File: src/rtl/delay_line_pkg.sv
// Shared constants and FSM encoding for the delay_line sequencing controller.
package delay_line_pkg;

    localparam int DELAY_W = 4;
    localparam int DEPTH   = 16;

    typedef enum logic [1:0] {
        RUN    = 2'd0,
        DRAIN  = 2'd1,
        SWITCH = 2'd2
    } ctrl_state_t;

endpackage

File: src/rtl/valid_mirror.sv
// Valid-bit shadow of the SRL16 datapath: shifts every cycle like the shift cells,
// so the bit selected by the tap tells whether dout carries an accepted sample.
module valid_mirror
    import delay_line_pkg::*;
(
    input  logic               clk,
    input  logic               rst_n,
    input  logic               shift_in,
    input  logic               clear,
    input  logic [DELAY_W-1:0] tap,
    output logic               out_valid,
    output logic               drain_empty
);

    logic [DEPTH-1:0] vld_sr_reg;
    logic [DEPTH-1:0] tap_mask;

    // Inclusive mask over positions 0..tap; bits above the tap have already been emitted.
    generate
        for (genvar gi = 0; gi < DEPTH; gi++) begin : g_mask
            assign tap_mask[gi] = (DELAY_W'(gi) <= tap);
        end
    endgenerate

    always_ff @(posedge clk or negedge rst_n) begin
        if (!rst_n) begin
            vld_sr_reg <= '0;
        end else if (clear) begin
            vld_sr_reg <= '0;
        end else begin
            vld_sr_reg <= {vld_sr_reg[DEPTH-2:0], shift_in};
        end
    end

    assign out_valid   = vld_sr_reg[tap];
    assign drain_empty = ~|(vld_sr_reg & tap_mask);

endmodule

File: src/rtl/delay_line_ctrl.sv
// Sequencing controller for the SRL16 delay_line: owns the tap select, tracks sample
// validity, and applies delay changes by stalling, draining, switching and clearing.
module delay_line_ctrl
    import delay_line_pkg::*;
#(
    parameter int DEFAULT_DELAY = 0,
    parameter bit DRAIN_EN      = 1'b1
) (
    input  logic               clk,
    input  logic               rst_n,
    input  logic [DELAY_W-1:0] cfg_delay,
    input  logic               cfg_valid,
    output logic               cfg_ready,
    input  logic               in_valid,
    output logic               in_ready,
    output logic [DELAY_W-1:0] delay,
    output logic               out_valid,
    output logic               busy,
    output logic               cfg_done
);

    ctrl_state_t        state_reg;
    logic [DELAY_W-1:0] delay_reg;
    logic [DELAY_W-1:0] pend_reg;
    logic               ready_reg;
    logic               busy_reg;
    logic               cfg_done_reg;
    logic               drain_empty;
    logic               sample_fire;
    logic               cfg_fire;

    assign sample_fire = in_valid & ready_reg;
    assign cfg_fire    = cfg_valid & ready_reg;

    valid_mirror u_mirror (
        .clk         (clk),
        .rst_n       (rst_n),
        .shift_in    (sample_fire),
        .clear       (state_reg == SWITCH),
        .tap         (delay_reg),
        .out_valid   (out_valid),
        .drain_empty (drain_empty)
    );

    // ready/busy are registered alongside the state so they are glitch-free outputs.
    always_ff @(posedge clk or negedge rst_n) begin
        if (!rst_n) begin
            state_reg    <= RUN;
            delay_reg    <= DELAY_W'(DEFAULT_DELAY);
            pend_reg     <= '0;
            ready_reg    <= 1'b1;
            busy_reg     <= 1'b0;
            cfg_done_reg <= 1'b0;
        end else begin
            cfg_done_reg <= 1'b0;
            case (state_reg)
                RUN: begin
                    if (cfg_fire && (cfg_delay != delay_reg)) begin
                        pend_reg  <= cfg_delay;
                        ready_reg <= 1'b0;
                        busy_reg  <= 1'b1;
                        if (DRAIN_EN) state_reg <= DRAIN;
                        else          state_reg <= SWITCH;
                    end
                end
                DRAIN: begin
                    if (drain_empty) state_reg <= SWITCH;
                end
                SWITCH: begin
                    delay_reg    <= pend_reg;
                    state_reg    <= RUN;
                    ready_reg    <= 1'b1;
                    busy_reg     <= 1'b0;
                    cfg_done_reg <= 1'b1;
                end
                default: begin
                    state_reg <= RUN;
                    ready_reg <= 1'b1;
                    busy_reg  <= 1'b0;
                end
            endcase
        end
    end

    assign cfg_ready = ready_reg;
    assign in_ready  = ready_reg;
    assign busy      = busy_reg;
    assign delay     = delay_reg;
    assign cfg_done  = cfg_done_reg;

endmodule

File: config.mk
export PLATFORM = sky130hd
export DESIGN_NAME = delay_line_ctrl
export DESIGN_NICKNAME = d
export VERILOG_FILES = /design/src/rtl/delay_line_pkg.sv /design/src/rtl/valid_mirror.sv /design/src/rtl/delay_line_ctrl.sv
export SDC_FILE = /design/constraint.sdc
export NUM_CORES = 1
export LEC_CHECK = 0
export ABC_CLOCK_PERIOD_IN_PS = 5100
export BUFFER_PORTS_ARGS = -buffer_cell sky130_fd_sc_hd__buf_2
export CAP_MARGIN = 20
export CORE_UTILIZATION = 55
export DETAILED_ROUTE_END_ITERATION = 6
export GPL_TIMING_DRIVEN = 0
export PLACE_DENSITY = 0.76
export RECOVER_POWER = 50
export SYNTH_ARGS = -nofsm -noshare
export SYNTH_HDL_FRONTEND = slang
export SYNTH_HIERARCHICAL = 1
export SYNTH_SLANG_ARGS = --single-unit
File: constraint.sdc
create_clock -name clk -period 5.1 [get_ports clk]
set_input_delay 0.255 -clock clk [delete_from_list [all_inputs] [get_ports clk]]
set_output_delay 0.255 -clock clk [all_outputs]
set_load 0.03 [all_outputs]
==> flow_summary.toml, run 1 <==
[power_and_ir_drop]
p_per_area_nw_per_um2 = 690
ir_worst_vdd_uv = 453
p_total_mw = 1.05
leakage_nw = 0.717

[outcome]
failed_checks = "max-capacitance violations, max-slew violations"
status = "finished with violations"

[place]
dp.cells = 147
gp_congestion = 0.752
port_buffers = 16
dpl_worst_slack_ns = 2.95
dp_hpwl_mm = 1.75
placed_area_um2 = 1470

[synthesis]
synthDistinctLibCells = 33
synth_area_um2 = 1350
yosysWarnings = 6
synth_fp_nets = 111
postSynthCellCount = 103
yosys_register_bits = 29
syn_avg_cell_area_um2 = 13.1
ys_seq_area_share_pct = 53.8

[floorplan]
start_util_pct = 59.9
fp.dieW_um = 51.5
rows = 17
ios = 17
die_h_um = 51.5
core-area_um2 = 2250
die_area_um2 = 2660

[sta]
worst_slew_pin_slew_ns = 1.52
finalHoldViolations = 0
fmax_ghz = 0.396
relSlewSlack_pct = -1.07
tns_ns = 0
maxSlewViolCount = 30
fin_skew_ns = 0.00895
setup_viol = 0
layout_min_cycle_time_ns = 2.52
whs_ns = 0.161
post-route-period-util_pct = 49.5
finalWorstSetupSlack_ns = 2.58
rsz0062_at_grt = "no"

[clocking]
cts_resized = 0
clkLatencyLatePin_ns = 0.33
path_clk_slew_ns = 0.08
cts_setup_buffers = 0
cts-root-buf = "clkbuf_4"
numClockSinks = 29
cts_max_path_buffers = 2
cts_tree = "built"
cts-buffers-inserted = 5
htreeDepth = 2

[final_layout]
final_util_pct = 67.8
final_nets = 135
final_cells = 155
area_delta_synth_final_pct = 13.2
fill_cells = 181
num_antenna_cells = 0
final_area_um2 = 1530
drive_gt1_share_pct = 26.8
largest_reg_flops = 16

[grt]
antenna_found_initial = 0
grt_pass1_wl_mm = 4.51
first_global_vias = 946
grt_overflow_total = 0
grt_max_degree = 30
grt_use_total_pct = 24.6

[detailed_routing]
via_count = 922
drt-initial-drc-count = 23
vias_per_cell = 5.95
antenna_left = 0
first_pass_iters = 4
routed_wl_mm = 2.62
wl_per_cell_um = 16.9
drc = 0

[hold_path]
hp-class = "in -> reg"

[worst_setup_path]
end_kind = "primary output"
cp_max_fo = 10
critPathKind = "reg -> out"
start_kind = "flip-flop"
crit_arrival_ns = 2.27
required_ns = 4.85

[run]
drv_cap = 1
==> layout make-up <==
cell class                 count  area (µm²)  area share, %
clock buffer                   7        55.1           3.60
tap                           28        35.0           2.29
multi-input combinational     65         577           37.8
inverter                       2        7.51          0.491
timing repair buffer          17        88.8           5.81
buffer                         7        37.5           2.46
sequential                    29         727           47.6
==> cells in the mapped netlist, drive strengths merged <==
cell	n	area (µm²)
dfrtp	28	701
nor2b	17	106
mux2	8	93.8
clkbuf	5	20.0
mux4	5	124
nor3	5	25.0
xnor2	4	35.0
a2111oi	3	33.8
nor2	3	11.3
o21a	3	22.5
o21ai	3	15.0
a21oi	2	10.0
buf	2	18.8
inv	2	7.51
nand4	2	33.8
o211ai	2	15.0
a211oi	1	7.51
a21o	1	7.51
a31oi	1	6.26
and2	1	6.26
dfstp	1	26.3
nand2	1	3.75
nand2b	1	6.26
o22ai	1	6.26
o31ai	1	7.51
==> timing repair <==
item                                    4_1_cts  5_1_grt
endpoints found under the setup margin        0        0
hold buffers                                  1        0
hold endpoints to repair                     28        0
==> worst max-delay path, stage by stage (launching register included) <==
cell and delay [ns]:
dfrtp_1 0.48, clkbuf_1 0.40, mux4_2 0.39, mux4_2 0.47, buf_2 0.19
==> report_power, final <==
group / switching [mW] / leakage (nW) / internal (mW)
Combinational: 0.269 / 0.312 / 0.224
Sequential: 0.0924 / 0.374 / 0.330
Clock: 0.0743 / 0.0314 / 0.0649
Total: 0.436 / 0.717 / 0.619
==> logic make-up after synthesis <==
logic type / count (synthesis) / synth area share, %
xor+xnor: 4 / 2.59
buf+inv: 9 / 3.43
compound gates: 18 / 9.73
flops: 29 / 53.8
mux: 13 / 16.1
simple gates: 30 / 14.3
==> path summary, 6_finish.rpt <==
kind | endpoint | slack (ns) | startpoint | cells after the start
worst max-delay path | out_valid | 2.58 | delay[1] | 4
worst min-delay path | pend_reg[2] | 0.16 | cfg_delay[2] | 2
max in group asynchronous | u_mirror/vld_sr_reg[6] | 3.39 | rst_n | 2
worst max register to register | state_reg[0] | 2.97 | delay[1] | 5
worst min register to register | pend_reg[2] | 0.50 | pend_reg[2] | 1
min in group asynchronous | delay[2] | 0.82 | rst_n | 2
==> placed cells by master, fill, tap and decap left out, drive strengths merged, types with 2 or more instances in the layout <==
master / n
a2111oi: 3
a21oi: 2
buf: 17
clkbuf: 13
dfrtp: 28
inv: 2
mux2: 8
mux4: 5
nand4: 2
nor2: 3
nor2b: 17
nor3: 5
o211ai: 2
o21a: 3
o21ai: 3
xnor2: 4
==> metal layers <==
layer	global-route usage, %	vias to the layer above	routed length, µm
li1	-	417	-
met5	0	-	0
met4	10.8	0	55
met2	40.3	31	1340
met1	29.1	469	1090
met3	8.77	5	131
(Power assumes the default switching activity.)
==> run 2, diff against run 1 <==
- ABC_AREA: default -> 1
- ABC_CLOCK_PERIOD_IN_PS: 5100 -> 2100
- CORE_UTILIZATION: 55 -> 51
- PLACE_DENSITY: 0.76 -> 0.74
- clock period: 5.1 -> 2.1 ns (I/O delays scaled with it)
==> flow_summary.toml, run 2 <==
[outcome]
status = "finished with violations"
failed_checks = "design-rule violations"

[floorplan]
core-area_um2 = 2810
start_util_pct = 54.6
fp.dieW_um = 56.8
die_h_um = 56.8
ios = 17
rows = 19
die_area_um2 = 3230

[power_and_ir_drop]
p_comb_share_pct = 45.6
leakage_nw = 1.02
p_per_area_nw_per_um2 = 1520
p_int_mw = 1.48
p_sw_share_pct = 44.2
ir_worst_vdd_uv = 738
p_sw_mw = 1.17
p_seq_share_pct = 36.6
clockPowerShare_pct = 17.8

[sta]
maxSlewViolCount = 0
relSlewSlack_pct = 2.36
finalHoldViolations = 0
tns_ns = 0
post-route-period-util_pct = 85.2
rsz0062_at_grt = "no"
layout_min_cycle_time_ns = 1.79
finalWorstSetupSlack_ns = 0.310
fmax_ghz = 0.559
setup_viol = 0
fin_skew_ns = 0.00327
worst_slew_pin_slew_ns = 1.46

[detailed_routing]
wl_met2_mm = 1.30
routed_wl_mm = 2.85
vias_per_cell = 4.76
drt-initial-drc-count = 47
wl_met3_um = 121
top_layer = "met4"
wl_per_cell_um = 10.6
antenna_left = 0
drc = 2
drt-met1-wl_mm = 1.39
first_pass_iters = 6
via_count = 1285

[synthesis]
synth_common_cells = "nand2_1 (87), inv_1 (32), dfrtp_1 (28), nor2_1 (27), nand3_1 (10)"
synthDistinctLibCells = 21
yosys.area_share.simple_pct = 37.0
yosys_register_bits = 29
synth_top_family_by_area = "simple AND/OR/NAND/NOR gates"
synthTopCellsByArea = "dfrtp_1 (46%), nand2_1 (21%), inv_1 (7.8%)"
synth_compound_area_share_pct = 4.17
netlist.area_leader.share_pct = 45.8
ys.flop_type = "dfrtp_1"
ys_seq_area_share_pct = 47.5
synth_edf_count = 0
muxShareOfSynthArea_pct = 0
yosys.area.top_type = "dfrtp_1"
syn_avg_cell_area_um2 = 7.16
yosysWarnings = 6
synth-xor-area-share_pct = 0
synth_fa_ha_area_share_pct = 0
async_flop_share_pct = 100
yosysMostFrequentCell = "nand2_1"
postSynthCellCount = 214
synth_fp_nets = 222
synth_area_um2 = 1530

[clocking]
path_clk_slew_ns = 0.09
htreeDepth = 2
cts_max_path_buffers = 2
cts-buffers-inserted = 5
numClockSinks = 29
cts_tree = "built"
clkLatencyLatePin_ns = 0.32
cts-root-buf = "clkbuf_4"
cts_resized = 0
postCtsHoldBufs = 1
cts_setup_buffers = 0

[final_layout]
final_common_cell = "nand2_1"
drive_gt1_share_pct = 15.5
final_nets = 246
num_antenna_cells = 0
largest_reg_flops = 16
area_delta_synth_final_pct = 13.5
final_cell_mix = "nand2_1 (87), inv_1 (32), nor2_1 (28), dfrtp_1 (28), buf_2 (13)"

[run]
drv_cap = 0

[worst_setup_path]
r2r_end = "u_mirror/vld_sr_reg[7]"
r2r_cells = 5
required_ns = 2.00
cp_max_fo = 8
r2r_setup_slack_ns = 0.33
end_kind = "primary output"
cp_common_cell = "nand2_1"
crit_path_max_incr_delay_ns = 0.48
start_kind = "flip-flop"
cp_cell_sequence = "inv_1, nand2_1, nand2_1, nand2_1, nand2_1, nand2_1, nand2_1, inv_1, nand2_1, buf_2"
worstReg2RegStart = "state_reg[1]"
critPathKind = "reg -> out"
slowest_stage = "dfrtp_1"
crit_arrival_ns = 1.69

[hold_path]
whs_endpoint = "pend_reg[3]"
min_from = "cfg_delay[3]"
holdPathStages = 3
hp-class = "in -> reg"

[place]
dpl_worst_slack_ns = 0.476
dp_hpwl_mm = 2.08
port_buffers = 16
gp_congestion = 0.808

[grt]
grt_overflow_total = 0
grt_max_degree = 30
grt_pass1_wl_mm = 4.82
antenna_found_initial = 0
first_global_vias = 1126
grt_use_total_pct = 20.0
-- run 2: changes by cell type in the layout (fill, tap and decap cells not counted), sizes merged, moves of 4 or more --
cell,delta
xnor2,-4
nor3,-4
mux4,-5
mux2,-8
nor2,+30
nand3,+10
nor2b,-17
inv,+31
nand2,+90
-- run 2: area by class of cell --
type / count / area, µm²
Sequential cell: 29 / 727
Timing Repair Buffer: 17 / 85.1
Clock buffer: 7 / 55.1
Clock inverter: 1 / 30.0
Multi-Input combinational cell: 146 / 628
Buffer: 6 / 50.0
Tap cell: 31 / 38.8
Fill cell: 253 / 1070
Inverter: 33 / 124
-- run 2: critical path: cells and delay by family (launching register included) --
family	cells	cell delay (ns)
buffers and inverters	3	0.47
AND/OR/NAND/NOR	7	0.42
flip-flops	1	0.48
-- run 2: worst max-delay path by stage --
| stage | from | to | slack [ns] | depth (start not counted) |
|---|---|---|---|---|
| after floorplan | delay[0] | out_valid | 0.65 | 8 |
| after global placement | state_reg[1] | u_mirror/vld_sr_reg[2] | 0.53 | 5 |
| after detailed placement | state_reg[1] | u_mirror/vld_sr_reg[7] | 0.48 | 5 |
| after CTS | delay[0] | out_valid | 0.31 | 10 |
| after global routing | delay[0] | out_valid | 0.15 | 9 |
| final | delay[0] | out_valid | 0.31 | 10 |
-- run 2: kinds of logic after synthesis --
| logic type | count (synthesis) |
|---|---|
| DFF | 29 |
| and+or+nand+nor | 135 |
| AOI/OAI and AO/OA | 11 |
| buffers and inverters | 39 |
-- run 2: power by group through the flow --
stage / Clock, mW / Combinational, mW / Sequential (mW)
3_3_place_gp: 0 / 1.20 / 0.973
4_1_cts: 0.486 / 1.22 / 0.968
6_report: 0.470 / 1.21 / 0.970
2_1_floorplan: 0 / 0.849 / 1.05
3_5_place_dp: 0 / 1.21 / 0.980
5_1_grt: 0.509 / 1.36 / 0.995
-- run 2: metal layers --
metal,track usage (%),vias to the layer above
met4,10.5,0
met2,31.6,27
li1,-,677
met1,25.3,576
met5,0,-
met3,4.84,5
-- run 2: through the flow --
stage	hold WS, ns	util, %	instance area (µm²)	instances	power, mW
finish	0.0352	62.0	1740	270	2.65
floorplan	-0.191	-	1530	214	1.90
global route	0.0407	62.0	1740	270	2.86
detailed placement	0.154	58.8	1650	261	2.20
CTS	0.0246	62.2	1750	270	2.68
global placement	0.159	58.8	1650	261	2.18
==> run 3, diff against run 2 <==
- CORE_UTILIZATION: 51 -> 50
- PLACE_DENSITY: 0.74 -> 0.72
==> flow_summary.toml, run 3 (synthesis gave the netlist of run 2 again) <==
[power_and_ir_drop]
p_int_mw = 1.48
p_sw_mw = 1.17
p_sw_share_pct = 44.2
ir_worst_vdd_uv = 766
leakage_nw = 1.02
p_comb_share_pct = 45.5
p_per_area_nw_per_um2 = 1520
p_total_mw = 2.65
clockPowerShare_pct = 18.0
p_seq_share_pct = 36.4

[grt]
first_global_vias = 1138
grt_use_total_pct = 20.3
antenna_found_initial = 0
grt_max_degree = 30
grt_pass1_wl_mm = 5.02
grt_overflow_total = 0

[sta]
whs_ns = 0.0260
fmax_ghz = 0.565
maxSlewViolCount = 30
fin_skew_ns = 0.00468
finalHoldViolations = 0
setup_viol = 0
layout_min_cycle_time_ns = 1.77
relSlewSlack_pct = -3.31
tns_ns = 0
post-route-period-util_pct = 84.3
worst_slew_pin_slew_ns = 1.55
rsz0062_at_grt = "no"

[worst_setup_path]
r2r_end = "u_mirror/vld_sr_reg[8]"
cp_max_fo = 10
critPathKind = "reg -> out"
r2r_cells = 5
worstReg2RegStart = "state_reg[1]"
end_kind = "primary output"
r2r_setup_slack_ns = 0.37
crit_arrival_ns = 1.67
required_ns = 2.00
start_kind = "flip-flop"

[final_layout]
drive_gt1_share_pct = 15.5
final_cell_mix = "nand2_1 (87), inv_1 (32), nor2_1 (28), dfrtp_1 (28), buf_2 (13)"
final_util_pct = 61.4
final_common_cell = "nand2_1"
area_delta_synth_final_pct = 13.5
final_area_um2 = 1740
fill_cells = 264
largest_reg_flops = 16
seqCellArea_um2 = 727
final_nets = 246
multiInputGateArea_um2 = 628
num_antenna_cells = 0

[floorplan]
ios = 17
rows = 19
core-area_um2 = 2830
fp.dieW_um = 57.3
die_area_um2 = 3290
die_h_um = 57.3
start_util_pct = 54.1

[detailed_routing]
wl_per_cell_um = 10.7
drt-met1-wl_mm = 1.40
wl_met2_mm = 1.26
vias_per_cell = 4.74
wl_met3_um = 179
via_count = 1280
drc = 2
top_layer = "met4"
routed_wl_mm = 2.88
antenna_left = 0
drt-initial-drc-count = 68
first_pass_iters = 6

[place]
gp_congestion = 0.784
placed_area_um2 = 1650
port_buffers = 16
dp_hpwl_mm = 2.03

[clocking]
path_clk_slew_ns = 0.09
clkLatencyLatePin_ns = 0.33
cts_tree = "built"
cts-root-buf = "clkbuf_4"
cts_max_path_buffers = 2
cts-buffers-inserted = 5
htreeDepth = 2
numClockSinks = 29

[run]
drv_cap = 1

[outcome]
failed_checks = "design-rule violations, max-capacitance violations, max-slew violations"
status = "finished with violations"

[hold_path]
hp-class = "in -> reg"
whs_endpoint = "pend_reg[1]"
min_from = "cfg_delay[1]"
holdPathStages = 3
-- run 3: cell counts in the layout (fill, tap and decap cells not counted) --
Identical to the previous run, type by type.
-- run 3: how the worst max path moves through the flow --
stage / endpoint / startpoint / cells past startpoint / slack (ns)
final: out_valid / delay[1] / 9 / 0.33
after floorplan: out_valid / delay[0] / 8 / 0.65
after CTS: out_valid / delay[1] / 9 / 0.31
after detailed placement: u_mirror/vld_sr_reg[2] / state_reg[1] / 5 / 0.52
after global placement: u_mirror/vld_sr_reg[2] / state_reg[1] / 5 / 0.54
after global routing: out_valid / delay[0] / 10 / 0.14
-- run 3: repair_timing --
item                      CTS  global route
hold endpoints to repair   28             0
setup buffers               0             0
gates resized for setup     0             0
hold buffers                1             0
-- run 3: area by class of cell --
class	count	area share (%)
flip-flops and latches	29	41.8
multi-input cells	146	36.1
inverters	33	7.13
repair buffers	17	4.90
clock buffers	7	3.17
plain buffers	6	2.88
well taps	31	2.23
clock inverters	1	1.73
-- run 3: layer usage --
layer	GRT usage, %	up-vias
li1	-	680
met1	27.5	560
met2	29.4	34
met3	7.94	6
met4	7.67	0
met5	0	-
-- run 3: power groups by stage --
stage	logic [mW]	registers (mW)	clock network, mW
floorplan	0.849	1.05	0
global placement	1.20	0.974	0
detailed placement	1.21	0.979	0
CTS	1.22	0.968	0.490
global route	1.38	0.997	0.519
finish	1.21	0.965	0.478
-- run 3: per-stage QoR --
step / cells / setup slack [ns]
after floorplan: 214 / 0.655
after global placement: 261 / 0.536
after detailed placement: 261 / 0.519
after CTS: 270 / 0.314
after global routing: 270 / 0.141
final: 270 / 0.329
-- run 3: critical path, stage by stage, from the launching register on --
cell and delay, ns:
dfrtp_1 0.46, buf_6 0.17, inv_1 0.15, nand3_1 0.10, nand2_1 0.07, nand2_1 0.04, nand2_1 0.07, nand2_1 0.04
nand2_1 0.04, buf_2 0.19
